**config.mk**
```make
export PLATFORM = sky130hd
export DESIGN_NAME = food_spawner_grid
export DESIGN_NICKNAME = d
export VERILOG_FILES = /design/src/rtl/food_spawner_grid.sv
export SDC_FILE = /design/constraint.sdc
export NUM_CORES = 1
export LEC_CHECK = 0
export BUFFER_PORTS_ARGS = -buffer_cell sky130_fd_sc_hd__buf_2
export CORE_UTILIZATION = 38
export CTS_BUF_LIST = sky130_fd_sc_hd__clkbuf_16
export CTS_CLUSTER_SIZE = 14
export DETAILED_ROUTE_END_ITERATION = 10
export GPL_TIMING_DRIVEN = 1
export PLACE_DENSITY = 0.63
export SLEW_MARGIN = 10
export SYNTH_ARGS = -nofsm -noshare
export SYNTH_HDL_FRONTEND = slang
export SYNTH_SLANG_ARGS = --single-unit
```
**constraint.sdc**
```tcl
create_clock -name clk_food -period 3.9 [get_ports clk_food]
set_input_delay 0.39 -clock clk_food [delete_from_list [all_inputs] [get_ports clk_food]]
set_output_delay 0.39 -clock clk_food [all_outputs]
set_load 0.01 [all_outputs]
```
**src/rtl/food_spawner_grid.sv**
```systemverilog
// food_spawner_grid: LFSR food placement on a 2^G x 2^G board with
// linear-scan fallback, eat detection, saturating score, full flag.
module food_spawner_grid #(
  parameter int          GRID_BITS = 3,
  parameter int          MAX_TRIES = 4,
  parameter logic [15:0] SEED      = 16'hACE1,
  parameter int          SCORE_W   = 8
) (
  input  logic                             clk_food,
  input  logic                             reset,
  input  logic [(1<<(2*GRID_BITS))-1:0]    occupancy,
  input  logic [GRID_BITS-1:0]             head_x,
  input  logic [GRID_BITS-1:0]             head_y,
  input  logic                             move_valid,
  output logic [GRID_BITS-1:0]             food_x,
  output logic [GRID_BITS-1:0]             food_y,
  output logic                             food_valid,
  output logic                             food_eaten,
  output logic                             new_food_collision,
  output logic                             board_full,
  output logic [SCORE_W-1:0]               score
);
  localparam int IW = 2 * GRID_BITS;
  localparam int NN = 1 << IW;
  localparam int TW = $clog2(MAX_TRIES + 1);

  typedef enum logic [2:0] {
    SPAWN, CHECK, SCAN, ACTIVE, FULL
  } state_t;

  state_t        state;
  state_t        state_nx;
  logic [15:0]   lfsr;
  logic [IW-1:0] cand;
  logic [IW-1:0] ptr;
  logic [IW-1:0] scan_cnt;
  logic [IW-1:0] food;
  logic [TW-1:0] tries;
  logic          last_try;
  logic          scan_last;
  logic          eat;
  logic          do_latch;
  logic          do_place_c;
  logic          do_coll;
  logic          do_scan_go;
  logic          do_place_s;
  logic          do_step;
  logic          do_full;
  logic          do_eat;

  // cell index y*N+x is just {y,x}, so the candidate is lfsr[IW-1:0]
  assign last_try  = (int'(tries) + 1 >= MAX_TRIES);
  assign scan_last = (scan_cnt == IW'(NN - 2));
  assign eat       = move_valid
                   && (head_x == food[GRID_BITS-1:0])
                   && (head_y == food[IW-1:GRID_BITS]);
  assign food_x    = food[GRID_BITS-1:0];
  assign food_y    = food[IW-1:GRID_BITS];

  // free-running Fibonacci LFSR
  always_ff @(posedge clk_food or posedge reset) begin
    if (reset) lfsr <= SEED;
    else       lfsr <= {lfsr[14:0],
                        lfsr[15] ^ lfsr[13] ^ lfsr[12] ^ lfsr[10]};
  end

  // state register
  always_ff @(posedge clk_food or posedge reset) begin
    if (reset) state <= SPAWN;
    else       state <= state_nx;
  end

  // next-state decode
  always_comb begin
    state_nx = state;
    unique case (state)
      SPAWN:  state_nx = CHECK;
      CHECK: begin
        if (!occupancy[cand]) state_nx = ACTIVE;
        else if (last_try)    state_nx = SCAN;
        else                  state_nx = SPAWN;
      end
      SCAN: begin
        if (!occupancy[ptr]) state_nx = ACTIVE;
        else if (scan_last)  state_nx = FULL;
      end
      ACTIVE: if (eat) state_nx = SPAWN;
      FULL:   state_nx = FULL;
      default: state_nx = SPAWN;
    endcase
  end

  // per-state datapath strobes
  always_comb begin
    do_latch   = 1'b0;
    do_place_c = 1'b0;
    do_coll    = 1'b0;
    do_scan_go = 1'b0;
    do_place_s = 1'b0;
    do_step    = 1'b0;
    do_full    = 1'b0;
    do_eat     = 1'b0;
    unique case (state)
      SPAWN: do_latch = 1'b1;
      CHECK: begin
        if (!occupancy[cand]) begin
          do_place_c = 1'b1;
        end else begin
          do_coll    = 1'b1;
          do_scan_go = last_try;
        end
      end
      SCAN: begin
        if (!occupancy[ptr]) do_place_s = 1'b1;
        else if (scan_last)  do_full    = 1'b1;
        else                 do_step    = 1'b1;
      end
      ACTIVE: do_eat = eat;
      default: ;
    endcase
  end

  // registered datapath and outputs
  always_ff @(posedge clk_food or posedge reset) begin
    if (reset) begin
      cand               <= '0;
      ptr                <= '0;
      scan_cnt           <= '0;
      tries              <= '0;
      food               <= '0;
      food_valid         <= 1'b0;
      food_eaten         <= 1'b0;
      new_food_collision <= 1'b0;
      board_full         <= 1'b0;
      score              <= '0;
    end else begin
      food_eaten         <= do_eat;
      new_food_collision <= do_coll;
      if (do_latch) cand <= lfsr[IW-1:0];
      if (do_coll) tries <= do_scan_go ? '0 : tries + 1'b1;
      if (do_scan_go) begin
        ptr      <= cand + 1'b1;
        scan_cnt <= '0;
      end
      if (do_step) begin
        ptr      <= ptr + 1'b1;
        scan_cnt <= scan_cnt + 1'b1;
      end
      if (do_place_c) begin
        food       <= cand;
        food_valid <= 1'b1;
        tries      <= '0;
      end
      if (do_place_s) begin
        food       <= ptr;
        food_valid <= 1'b1;
      end
      if (do_full) begin
        board_full <= 1'b1;
        food_valid <= 1'b0;
      end
      if (do_eat) begin
        food_valid <= 1'b0;
        if (score != '1) score <= score + 1'b1;
      end
    end
  end
endmodule
```
==> run summary, run 1 <==
The worst hold path belongs to the class in2async. The post-synthesis mux area share works out to 22.0%. Setup repair after global routing left no endpoint under its margin. For the antenna diode count, the log shows 0.

For the total negative setup slack, the log shows 0 ns. The via count of the first global-routing pass was 3195. The clock insertion delay at the later pin of the skew report was 0.33 ns.

The critical path is of the reg2reg type. STA puts the critical path data required time at 4.11 ns. The run gives 32.3% as the fraction of met2 tracks used by global routing. The first global-routing pass estimated 15400 µm of wire. The maximum fanout along the worst path came out at 36. Summed over its instances, the top area cell type makes up 32.7% of the synthesized netlist area. In the final layout, the share of cells above drive strength 1 is 30.2%.

Yosys mapped the design onto 52 distinct sky130hd cell types. Buffers placed on the I/O ports in this run total 90. For this design the top-level I/O count stands at 91. In the layout the commonest cells are 90 x sky130_fd_sc_hd__buf_2, 57 x sky130_fd_sc_hd__mux2i_1, 49 x sky130_fd_sc_hd__dfrtp_1.

The power density of the placed cells was 578 mW/mm². The register share of total power was 33.7%; the clock input transition at the sequential cells of the worst setup and hold paths was 0.05 ns. The floorplan step defined a core boundary enclosing 0.00977 mm².

The floorplan has 36 rows. The H-tree depth reported by CTS was 3. CTS placed an instance of sky130_fd_sc_hd__clkbuf_16 at the clock tree root.

Of the total synthesized cell area, the portion taken by AND, OR, NAND and NOR gates is 15.6%. During synthesis, Yosys emitted a total of 0 warnings. The post-place setup slack was 0.431 ns. The number of enable flip-flop cells after synthesis works out to 0. The via total after detailed routing was 3212; the width of the die was 102 µm. The logs give 459 for the post-synthesis net count and 3.35% for the met3 routing resource usage after global routing.

In this run switching power makes up 36.1% of total power. Global routing consumed, over all layers together, 19.5% of the routing resources. After global routing, the most crowded layer is met2. The pre-antenna-repair detailed-routing pass consisted of 4 iterations. The count of fill cells added during filler insertion was 949.

The xor/xnor share of the synthesized area is 4.57%, and the final-report max-slew violation count is 0. The clock network burns 30.0% of the power. Combined area of the multi-input logic cells: 0.00221 mm². The worst clock skew on the final layout is 0.00669 ns. Setup slack on the critical path of the routed design comes to 0.446 ns.

The average footprint of a synthesized cell is 10.1 µm². The floorplan step set the die height to 102 µm. Counting I/O delays and the setup requirement, the final critical path takes 3.45 ns. Using the TritonRoute via totals, the vias-per-cell ratio works out to 5.30. The most used flip-flop cell after synthesis is sky130_fd_sc_hd__dfrtp_1. The number of buffers between clock root and the deepest sink is 2. Summing all non-filler instances in the final layout gives an area of 0.00468 mm². After detailed routing, the average wire length per cell comes to 15.6 µm.

The sequential standard cell area is 0.00146 mm². Counting the buffers created by CTS gives 9. The compound-gate portion of the synthesized area is 14.0%. Data on the critical path arrives at its endpoint at 3.66 ns. For this run, design rule violations remaining after detail routing come to 0. The share of the clock period used by the worst path after layout is 88.6%. The sum of overflow across all layers after global routing is 0. The starting utilization of the core area was 39.2%. Capturing element type of the critical path: a flop. The highest clock frequency the design can meet came out at 289 MHz. The largest area contributor in the synthesized netlist is sky130_fd_sc_hd__dfrtp_1. After detailed placement, the total cell area comes to 0.00437 mm². The number of hold violations in the final report is 0, and the combinational share of power is 36.3%. Slew at the pin with the worst max-slew slack: 0.948 ns. The max-cap violation count was 0. The tools report the startpoint type of the worst setup path as a flop. Area added between synthesis and finish: 22.2%. The die covers 0.0105 mm². Cell leakage power: 2.21 nW. The combinational family with the most area after synthesis is multiplexers. After synthesis, the cell types taking the most area are sky130_fd_sc_hd__dfrtp_1 33%, sky130_fd_sc_hd__mux2i_1 15%, sky130_fd_sc_hd__dfstp_2 5.5%, sky130_fd_sc_hd__a22oi_1 5.1%, sky130_fd_sc_hd__nand2_1 4.0%. The number of nets with antenna violations after routing was 0; the global-route track usage on met1 was 25.3%. Entering global routing, the biggest net connects 37 pins. Summed over all nets, the switching power comes to 0.976 mW. For this run, the register share of the synthesized area comes to 38.2%. The synthesized netlist occupies a cell area of 0.00383 mm². The tools report the initial antenna violation count as 0. The utilization of the core after routing was 47.9%. The detailed placer's ending HPWL is 7130 µm, and the number of buffers inserted for hold repair after clock tree synthesis is 0. The flow ran to the end, and the final reports show no timing, DRC or antenna violations.

The wire length reported by the detailed router is 9470 µm, and the register bit count reported by yosys is 58. The net count of the finished layout is 546. Post-CTS repair changed the size of 0 cells. The number of instances in the synthesized netlist is 381. TritonCTS built the clock tree.

The most common cell after layout, fill and taps aside is sky130_fd_sc_hd__buf_2. Clock tree synthesis found a total of 58 sinks. Internal power consumption: 1.73 mW. Post-CTS setup-driven buffer insertion count: 0. The violation count after the first detailed-route iteration is 111, and the adder-cell share of the synthesized area is 1.63%. The logs give 0 for the final number of setup-violating endpoints and 0.307 mV for the worst supply voltage drop on vdd.

The logs give 0.890 for the weighted congestion at the end of routability-driven global placement and 36.8% for the normalized max-slew margin. Of all flip-flops after synthesis, the portion carrying an async set or reset was 100%.
-- sequential cells by signal, summed over array words and instances (netlist names) --
name and count:
new_food_collision 1, food 6, tries 3, board_full 1, state 3, cand 6
lfsr 16, scan_cnt 6, food_eaten 1, food_valid 1, score 8, ptr 6
-- cell type report --
cell class	count	share of cell area [%]
multi-input cells	294	47.3
inverters	9	0.722
clock buffers	9	4.81
clock inverters	7	1.82
flip-flops and latches	58	31.2
repair buffers	96	10.6
well taps	133	3.56
-- kinds of logic (layout without fill, tap and decap cells) --
kind of cell | after synthesis | after routing
AOI/OAI and AO/OA | 73 | 73
xor gates and xnor gates | 20 | 20
adders and majority gates | 5 | 5
buffers and inverters | 29 | 121
DFF | 58 | 58
muxes | 77 | 77
and+or+nand+nor | 119 | 119
-- path summary, 6_finish.rpt --
check                      cells after the start  startpoint     endpoint  slack [ns]
max                                           10      ptr[0]       ptr[2]        0.45
min                                            2       reset     score[1]        0.17
max reg2reg                                   10      ptr[0]       ptr[2]        0.45
min reg2reg                                    0    lfsr[14]     lfsr[15]        0.36
max in group asynchronous                      3       reset  scan_cnt[5]        2.94
min in group clk_food                          0    lfsr[14]     lfsr[15]        0.36
-- Yosys cell counts, types with 6 or more instances --
| library cell | count |
|---|---|
| sky130_fd_sc_hd__o21ai_1 | 6 |
| sky130_fd_sc_hd__o21ai_0 | 6 |
| sky130_fd_sc_hd__mux2i_1 | 57 |
| sky130_fd_sc_hd__inv_1 | 9 |
| sky130_fd_sc_hd__a31oi_1 | 6 |
| sky130_fd_sc_hd__dfstp_2 | 8 |
| sky130_fd_sc_hd__a22oi_1 | 26 |
| sky130_fd_sc_hd__dfrtp_1 | 50 |
| sky130_fd_sc_hd__nor3_1 | 6 |
| sky130_fd_sc_hd__xor2_1 | 8 |
| sky130_fd_sc_hd__nand3_1 | 18 |
| sky130_fd_sc_hd__xnor2_1 | 12 |
| sky130_fd_sc_hd__mux2_2 | 10 |
| sky130_fd_sc_hd__a21oi_1 | 7 |
| sky130_fd_sc_hd__nand2_1 | 41 |
| sky130_fd_sc_hd__nor2_1 | 21 |
| sky130_fd_sc_hd__mux2_1 | 6 |
-- power groups by stage --
stage,logic (mW),clock network (mW),registers (mW)
2_1_floorplan,0.807,0,0.813
3_3_place_gp,0.967,0,0.915
3_5_place_dp,0.985,0,0.921
4_1_cts,0.991,0.824,0.913
5_1_grt,1.09,0.852,0.941
6_report,0.981,0.812,0.912
-- critical path: stages, from the launching register on --
cell and delay [ns]:
sky130_fd_sc_hd__dfrtp_2 0.97, sky130_fd_sc_hd__mux2i_1 0.29, sky130_fd_sc_hd__a22oi_1 0.11, sky130_fd_sc_hd__nand3_1 0.11, sky130_fd_sc_hd__o21a_1 0.19, sky130_fd_sc_hd__a21oi_2 0.11, sky130_fd_sc_hd__nor2_1 0.39, sky130_fd_sc_hd__mux2_2 0.41
sky130_fd_sc_hd__ha_1 0.24, sky130_fd_sc_hd__or3_1 0.36, sky130_fd_sc_hd__o311a_1 0.13
-- per-stage QoR --
stage | power, mW | cells | hold WS [ns]
finish | 2.71 | 606 | 0.166
detailed placement | 1.91 | 590 | 0.342
CTS | 2.73 | 606 | 0.186
floorplan | 1.62 | 381 | 0.331
global route | 2.88 | 606 | 0.236
global placement | 1.88 | 590 | 0.339
-- metal layers --
metal | up-vias | part of all wire, %
li1 | 1567 | -
met4 | 0 | 1.7
met1 | 1547 | 45
met3 | 13 | 4.5
met2 | 85 | 49
met5 | - | 0
(Power assumes the default switching activity.)
==> run 2, diff against run 1 <==
==> constraint.sdc (replaced) <==
create_clock -name clk_food -period 4.29 [get_ports clk_food]
set_input_delay 0.429 -clock clk_food [delete_from_list [all_inputs] [get_ports clk_food]]
set_output_delay 0.429 -clock clk_food [all_outputs]
set_load 0.01 [all_outputs]
==> run 2 against run 1 <==
Count of clock-buffer cells in the layout unchanged. Critical path depth is the same. Utilization hardly changed. Sequential power is 8.4% lower. Worst setup slack better by 0.29 ns. Clock power increased by 0.6%. Maximum frequency down 2.8%. Largest cell class unchanged. Largest power group unchanged. Die area did not move. Total power down 6.5%. Clock skew is 0.0015 ns higher.
==> run summary, run 2 (same netlist as run 1, synthesis figures left out) <==
Number of buffers added on ports: 90 (unchanged). The clock period minus final worst setup slack came out at 3.56 ns (was 3.45 ns). For the combined area of the multi-input logic cells, the log shows 0.00221 mm² (unchanged). The sum of overflow across all layers after global routing is 0 (unchanged), and the net total in the final layout is 542 (was 546). TritonCTS built the clock tree. For the via count of the first global-routing pass, the log shows 3250 (was 3195). Post-CTS setup-driven buffer insertion count: 0 (unchanged). The total clock sinks is 58 (unchanged).

The flow ran to the end, and the final reports show no timing, DRC or antenna violations. For the cell leakage power, the log shows 2.19 nW (was 2.21 nW). The worst hold margin is 0.163 ns (was 0.166 ns). Setup repair after global routing left no endpoint under its margin.

The tools report the highest clock frequency the design can meet as 281 MHz (was 289 MHz). The H-tree depth reported by CTS was 3 (unchanged); the number of remaining DRC errors was 0 (unchanged). The weighted congestion at the end of routability-driven global placement was 0.883 (was 0.890); the clock input transition at the sequential cells of the worst setup and hold paths was 0.06 ns (was 0.05 ns). The all-layer global routing usage was 20.0% (was 19.5%). The initial antenna violation count was 0 (unchanged). The logs give 0 (unchanged) for the max-cap violation count and 0 (unchanged) for the number of buffers inserted for hold repair after clock tree synthesis. The data required time of the critical path is 4.50 ns (was 4.11 ns).

The tools report the cell at the root of the clock tree as sky130_fd_sc_hd__clkbuf_16 (unchanged). The arrival time of data at the critical path endpoint is 3.76 ns (was 3.66 ns), and the depth of the worst register-to-register path is 10 (unchanged). The width of the die is 102 µm (unchanged), and the worst clock skew on the final layout is 0.00818 ns (was 0.00669 ns). The number of buffers added by the clock tree synthesis step is 9 (unchanged), and the final number of setup-violating endpoints is 0 (unchanged).

Commonest cells after routing, fill and taps aside: 90 x sky130_fd_sc_hd__buf_2, 57 x sky130_fd_sc_hd__mux2i_1, 49 x sky130_fd_sc_hd__dfrtp_1 (unchanged). Startpoint-to-endpoint class of the critical path: reg2reg (unchanged). The via density per instance came out at 5.47 (was 5.30). The tools report the clock insertion delay at the later pin of the skew report as 0.33 ns (about the same). The count of cells resized by post-cts repair is 0 (unchanged), and the worst supply voltage drop on vdd is 0.319 mV (was 0.307 mV). Startpoint of the lowest-slack register-to-register path: ptr[0] (unchanged). The share of the clock period used by the worst path after layout was 82.9% (was 88.6%); the global-route wire length before repair was 15800 µm (was 15400 µm). The number of flip-flops in the largest register is 16 (unchanged), and the antenna diode count is 0 (unchanged). The violation count after the first detailed-route iteration was 246 (was 111); the I/O pin total was 91 (unchanged). The area added between synthesis and finish was 22.3% (was 22.2%); the slew at the pin with the worst max-slew slack was 0.981 ns (was 0.948 ns). The layout cell share with drive strength beyond 1 was 30.1% (was 30.2%). The die outline area came out at 0.0105 mm² (unchanged). The core area is 0.00977 mm² (unchanged), and the final-report max-slew violation count is 0 (unchanged). The maximum number of pins on one net before global-route repair is 37 (unchanged), and the wire length per cell is 16.1 µm (was 15.6 µm). The capturing element type of the critical path was a flop (unchanged). The total negative setup slack is 0 ns (unchanged). The startpoint type of the worst setup path is a flop (unchanged).

The classification of the worst-slack hold path is in2async (unchanged). Normalized max-slew margin: 34.6% (was 36.8%). The row count is 36 (unchanged). The die height is 102 µm (unchanged), and the starting utilization of the core area is 39.2% (unchanged). The number of hold violations in the final report came out at 0 (unchanged). The detailed placer's ending HPWL was 7180 µm (was 7130 µm). The first-pass iteration count of the detailed router is 5 (was 4).

Regs by FF count: lfsr (16), score (8) (unchanged). The power density of the placed cells was 540 mW/mm² (was 578 mW/mm²); the number of buffers between clock root and the deepest sink was 2 (unchanged). The via total after detailed routing came out at 3294 (was 3212). The beginning of the critical path was ptr[0] (unchanged). The most flop-heavy register was lfsr (unchanged).

Most common cell after layout, fill and taps aside: sky130_fd_sc_hd__buf_2 (unchanged). The count of fill cells added during filler insertion came out at 950 (was 949). The sequential standard cell area was 0.00146 mm² (unchanged). Maximum fanout along the worst path: 36 (unchanged). For the number of nets with antenna violations after routing, the log shows 0 (unchanged). The wire length reported by the detailed router was 9690 µm (was 9470 µm).
run 2: cell count changes in the layout (fill, tap and decap cells not counted):
cell,delta
sky130_fd_sc_hd__clkinv_2,-1
sky130_fd_sc_hd__inv_1,-1
sky130_fd_sc_hd__clkinv_1,-1
sky130_fd_sc_hd__bufinv_16,+1
sky130_fd_sc_hd__buf_4,-4
sky130_fd_sc_hd__clkinvlp_4,+2
run 2: routing by layer:
layer  GRT usage, %  wire length, µm  vias up
met2           33.7             4680      121
met5              0                0        -
met1           25.5             4250     1592
met4           8.02              165        0
met3           3.42              593       17
li1               -                -     1564
run 2: through the flow:
stage               utilization (%)  instances  total power [mW]  setup WS (ns)  cell area (µm²)
floorplan                         -        381              1.47           1.48             3830
global placement               44.4        586              1.70          0.896             4340
detailed placement             44.4        586              1.72          0.744             4340
CTS                            47.9        602              2.54          0.744             4680
global route                   47.9        602              2.69          0.468             4680
finish                         47.9        602              2.53          0.735             4680
run 2: report_power, final:
group / leakage [nW] / internal, mW / total, mW / switching (mW)
Clock: 0.158 / 0.565 / 0.817 / 0.252
Sequential: 0.740 / 0.640 / 0.835 / 0.195
Combinational: 1.29 / 0.413 / 0.878 / 0.465
run 2: path summary, 6_finish.rpt:
check                      slack, ns        to
max                             0.73    ptr[2]
min                             0.16   cand[2]
max reg2reg                     0.73    ptr[2]
min reg2reg                     0.35   lfsr[9]
max in group asynchronous       3.28  lfsr[11]
min in group clk_food           0.35   lfsr[9]
run 2: critical path, stage by stage (launching register included):
cell and delay, ns:
sky130_fd_sc_hd__dfrtp_2 1.01, sky130_fd_sc_hd__mux2i_1 0.28, sky130_fd_sc_hd__a22oi_1 0.12, sky130_fd_sc_hd__nand2_1 0.13, sky130_fd_sc_hd__o22a_1 0.20, sky130_fd_sc_hd__a21boi_2 0.10
sky130_fd_sc_hd__nor2_1 0.46, sky130_fd_sc_hd__mux2_2 0.41, sky130_fd_sc_hd__ha_1 0.23, sky130_fd_sc_hd__or3_1 0.37, sky130_fd_sc_hd__o311a_1 0.13
run 2: area by class of cell:
class | count | share of cell area, %
Multi-Input combinational cell | 294 | 47.2
Sequential cell | 58 | 31.2
Timing Repair Buffer | 92 | 9.94
Clock buffer | 9 | 4.81
Tap cell | 133 | 3.55
Clock inverter | 7 | 2.51
Inverter | 9 | 0.721
==> run 3, diff against run 2 <==
==> constraint.sdc (replaced) <==
create_clock -name clk_food -period 3.3 [get_ports clk_food]
set_input_delay 0.33 -clock clk_food [delete_from_list [all_inputs] [get_ports clk_food]]
set_output_delay 0.33 -clock clk_food [all_outputs]
set_load 0.01 [all_outputs]
==> run 3 against run 2 <==
Non-clock buffer count rose by 6. Sequential power rose by 19%. Cell area rose by 1.0%. Utilization rose by 0.50 points. Sequential share of layout area fell by 0.32 points. Global-route usage rose by 0.059 points. Register-to-register slack got worse by 0.48 ns. Hold slack got worse by 0.027 ns. Maximum frequency rose by 17%. Cell count rose by 1.0%.
==> run summary, run 3 (same netlist as run 1, synthesis figures left out) <==
For the number of non-filler instances in the completed layout, the log shows 608 (was 602). The violation count after the first detailed-route iteration was 165 (was 246). The via total after detailed routing is 3257 (was 3294). The logs give 91 (unchanged) for the I/O pin total and 2 (unchanged) for the number of buffers between clock root and the deepest sink. The run gives 2.22 nW (was 2.19 nW) as the cell leakage power. The kind of cell adding the most delay to the critical path is simple AND/OR/NAND/NOR gates (was flip-flops).

The run gives 0 (unchanged) as the initial antenna violation count. Commonest cells after routing, fill and taps aside: 90 x sky130_fd_sc_hd__buf_2, 57 x sky130_fd_sc_hd__mux2i_1, 49 x sky130_fd_sc_hd__dfrtp_1 (unchanged). Core area: 0.00977 mm² (unchanged). The via density per instance came out at 5.36 (was 5.47). For the arrival time of data at the critical path endpoint, the log shows 3.25 ns (was 3.76 ns). Global-route wire length before repair: 15700 µm (was 15800 µm). The number of remaining DRC errors is 0 (unchanged). The max-cap violation count is 0 (unchanged), and the detailed placer's ending HPWL is 7410 µm (was 7180 µm). The number of hold violations in the final report was 0 (unchanged). Regs by FF count: lfsr (16), score (8) (unchanged). For the net total in the final layout, the log shows 548 (was 542).

The highest clock frequency the design can meet was 329 MHz (was 281 MHz); the maximum fanout along the worst path was 8 (was 36). The slew at the pin with the worst max-slew slack was 0.940 ns (was 0.981 ns). The startpoint of the lowest-slack register-to-register path was ptr[1] (was ptr[0]).

The tools report the worst clock skew on the final layout as 0.00591 ns (was 0.00818 ns). The normalized max-slew margin is 36.9% (was 34.6%), and the die height is 102 µm (unchanged). The maximum number of pins on one net before global-route repair was 36 (was 37); the data required time of the critical path was 3.51 ns (was 4.50 ns). The logs give 39.2% (unchanged) for the starting utilization of the core area and 0.136 ns (was 0.163 ns) for the worst hold margin. The clock input transition at the sequential cells of the worst setup and hold paths came out at 0.06 ns (about the same). The number of placed instances with taps included came out at 592 (was 586). Most flop-heavy register: lfsr (unchanged).

The power density of the placed cells was 691 mW/mm² (was 540 mW/mm²); the share of the clock period used by the worst path after layout was 92.2% (was 82.9%). The number of buffers inserted for hold repair after clock tree synthesis was 0 (unchanged); the number of nets with antenna violations after routing was 0 (unchanged). The cell type of the slowest stage on the worst timing path is sky130_fd_sc_hd__nor2_1 (was sky130_fd_sc_hd__dfrtp_2).

The wire length per cell works out to 16.3 µm (was 16.1 µm). The classification of the worst-slack hold path was in2async (unchanged). For the clock insertion delay at the later pin of the skew report, the log shows 0.32 ns (was 0.33 ns).

The antenna diode count is 0 (unchanged). The H-tree depth reported by CTS was 3 (unchanged); the row count was 36 (unchanged). Crit-path cells: nor2_1, a22oi_1, nand3_1, o21a_1, a21boi_2, nor2_1, mux2_2, ha_1, or3_1, o311a_1 (was mux2i_1, a22oi_1, nand2_1, o22a_1, a21boi_2, nor2_1, mux2_2, ha_1, or3_1, o311a_1). The beginning of the critical path was ptr[1] (was ptr[0]). For the final-report max-slew violation count, the log shows 0 (unchanged).

Setup repair after global routing left no endpoint under its margin. The startpoint-to-endpoint class of the critical path was reg2reg (unchanged). For the placed instance area, the log shows 0.00441 mm² (was 0.00434 mm²). By instance count, the cell type seen most on the critical path is sky130_fd_sc_hd__nor2_1. The layout cell share with drive strength beyond 1 works out to 31.2% (was 30.1%). Total buffers and inverters traversed by the critical path: 0 (unchanged). The tools report the all-layer global routing usage as 20.1% (was 20.0%). The die outline area was 0.0105 mm² (unchanged). Startpoint type of the worst setup path: a flop (unchanged).

The wire length reported by the detailed router came out at 9910 µm (was 9690 µm). The run finished with clean final reports. The total negative setup slack is 0 ns (unchanged). The via count of the first global-routing pass was 3269 (was 3250). The width of the die works out to 102 µm (unchanged). The tools report the cell at the root of the clock tree as sky130_fd_sc_hd__clkbuf_16 (unchanged). The final number of setup-violating endpoints was 0 (unchanged); the post-CTS setup-driven buffer insertion count was 0 (unchanged). The first-pass iteration count of the detailed router is 4 (was 5), and the clock period minus final worst setup slack is 3.04 ns (was 3.56 ns). The number of buffers added on ports is 90 (unchanged), and the delay of the slowest cell on the worst path is 0.60 ns (was 1.01 ns).

The area added between synthesis and finish is 23.6% (was 22.3%). The post-layout instance area is 0.00473 mm² (was 0.00468 mm²). The tools report the capturing element type of the critical path as a flop (unchanged). The worst supply voltage drop on vdd is 0.403 mV (was 0.319 mV). TritonCTS built the clock tree.

The most common cell after layout, fill and taps aside is sky130_fd_sc_hd__buf_2 (unchanged). The utilization of the core after routing is 48.4% (was 47.9%), and the number of buffers added by the clock tree synthesis step is 9 (unchanged). The number of flip-flops in the largest register is 16 (unchanged). The sum of overflow across all layers after global routing came out at 0 (unchanged). The weighted congestion at the end of routability-driven global placement came out at 0.867 (was 0.883).

Total clock sinks: 58 (unchanged). Count of cells resized by post-cts repair: 0 (unchanged).
run 3: cell types whose count changed in the layout (fill, tap and decap cells not counted):
cell and change:
sky130_fd_sc_hd__buf_12 +2, sky130_fd_sc_hd__buf_4 +4, sky130_fd_sc_hd__bufinv_16 -1, sky130_fd_sc_hd__clkinv_2 +1
sky130_fd_sc_hd__clkinv_4 +1, sky130_fd_sc_hd__clkinvlp_4 -1, sky130_fd_sc_hd__nor2b_1 -1, sky130_fd_sc_hd__nor2b_2 +1
run 3: layer usage:
layer  wire [µm]  global-route usage, %  vias up  share of wire (%)
li1            -                      -     1577                  -
met2        4790                   34.4      115                 48
met4         176                   8.79        0                1.8
met3         488                   3.01       14                4.9
met1        4460                   25.1     1551                 45
met5           0                      0        -                  0
run 3: area by class of cell:
cell class / count / area, µm²
well taps: 133 / 166
clock inverters: 7 / 93.8
flip-flops and latches: 58 / 1460
inverters: 9 / 33.8
fillers: 931 / 5040
repair buffers: 98 / 536
clock buffers: 9 / 225
multi-input cells: 294 / 2210
run 3: path summary, 6_finish.rpt:
check / end / slack, ns / cells after the start
max: ptr[2] / 0.26 / 10
min: score[4] / 0.14 / 2
max reg2reg: ptr[2] / 0.26 / 10
min reg2reg: lfsr[15] / 0.35 / 0
max in group asynchronous: lfsr[13] / 2.35 / 3
min in group clk_food: lfsr[15] / 0.35 / 0
run 3: power by group:
group	leakage (nW)	switching [mW]	internal, mW
sequential	0.740	0.156	0.834
clock	0.151	0.328	0.658
combinational	1.33	0.717	0.577
run 3: worst register-to-register path, delay by kind of cell (launching register included):
| kind | cells | cell delay, ns |
|---|---|---|
| simple gates | 4 | 1.27 |
| compound gates | 4 | 0.58 |
| flops | 1 | 0.46 |
| mux | 1 | 0.38 |
| fa+ha+maj | 1 | 0.24 |
run 3: per-stage QoR:
step           power [mW]  worst slack (ns)
6_report             3.27             0.256
5_1_grt              3.46            0.0801
2_1_floorplan        1.91             0.490
4_1_cts              3.29             0.131
3_5_place_dp         2.29             0.149
3_3_place_gp         2.27             0.176
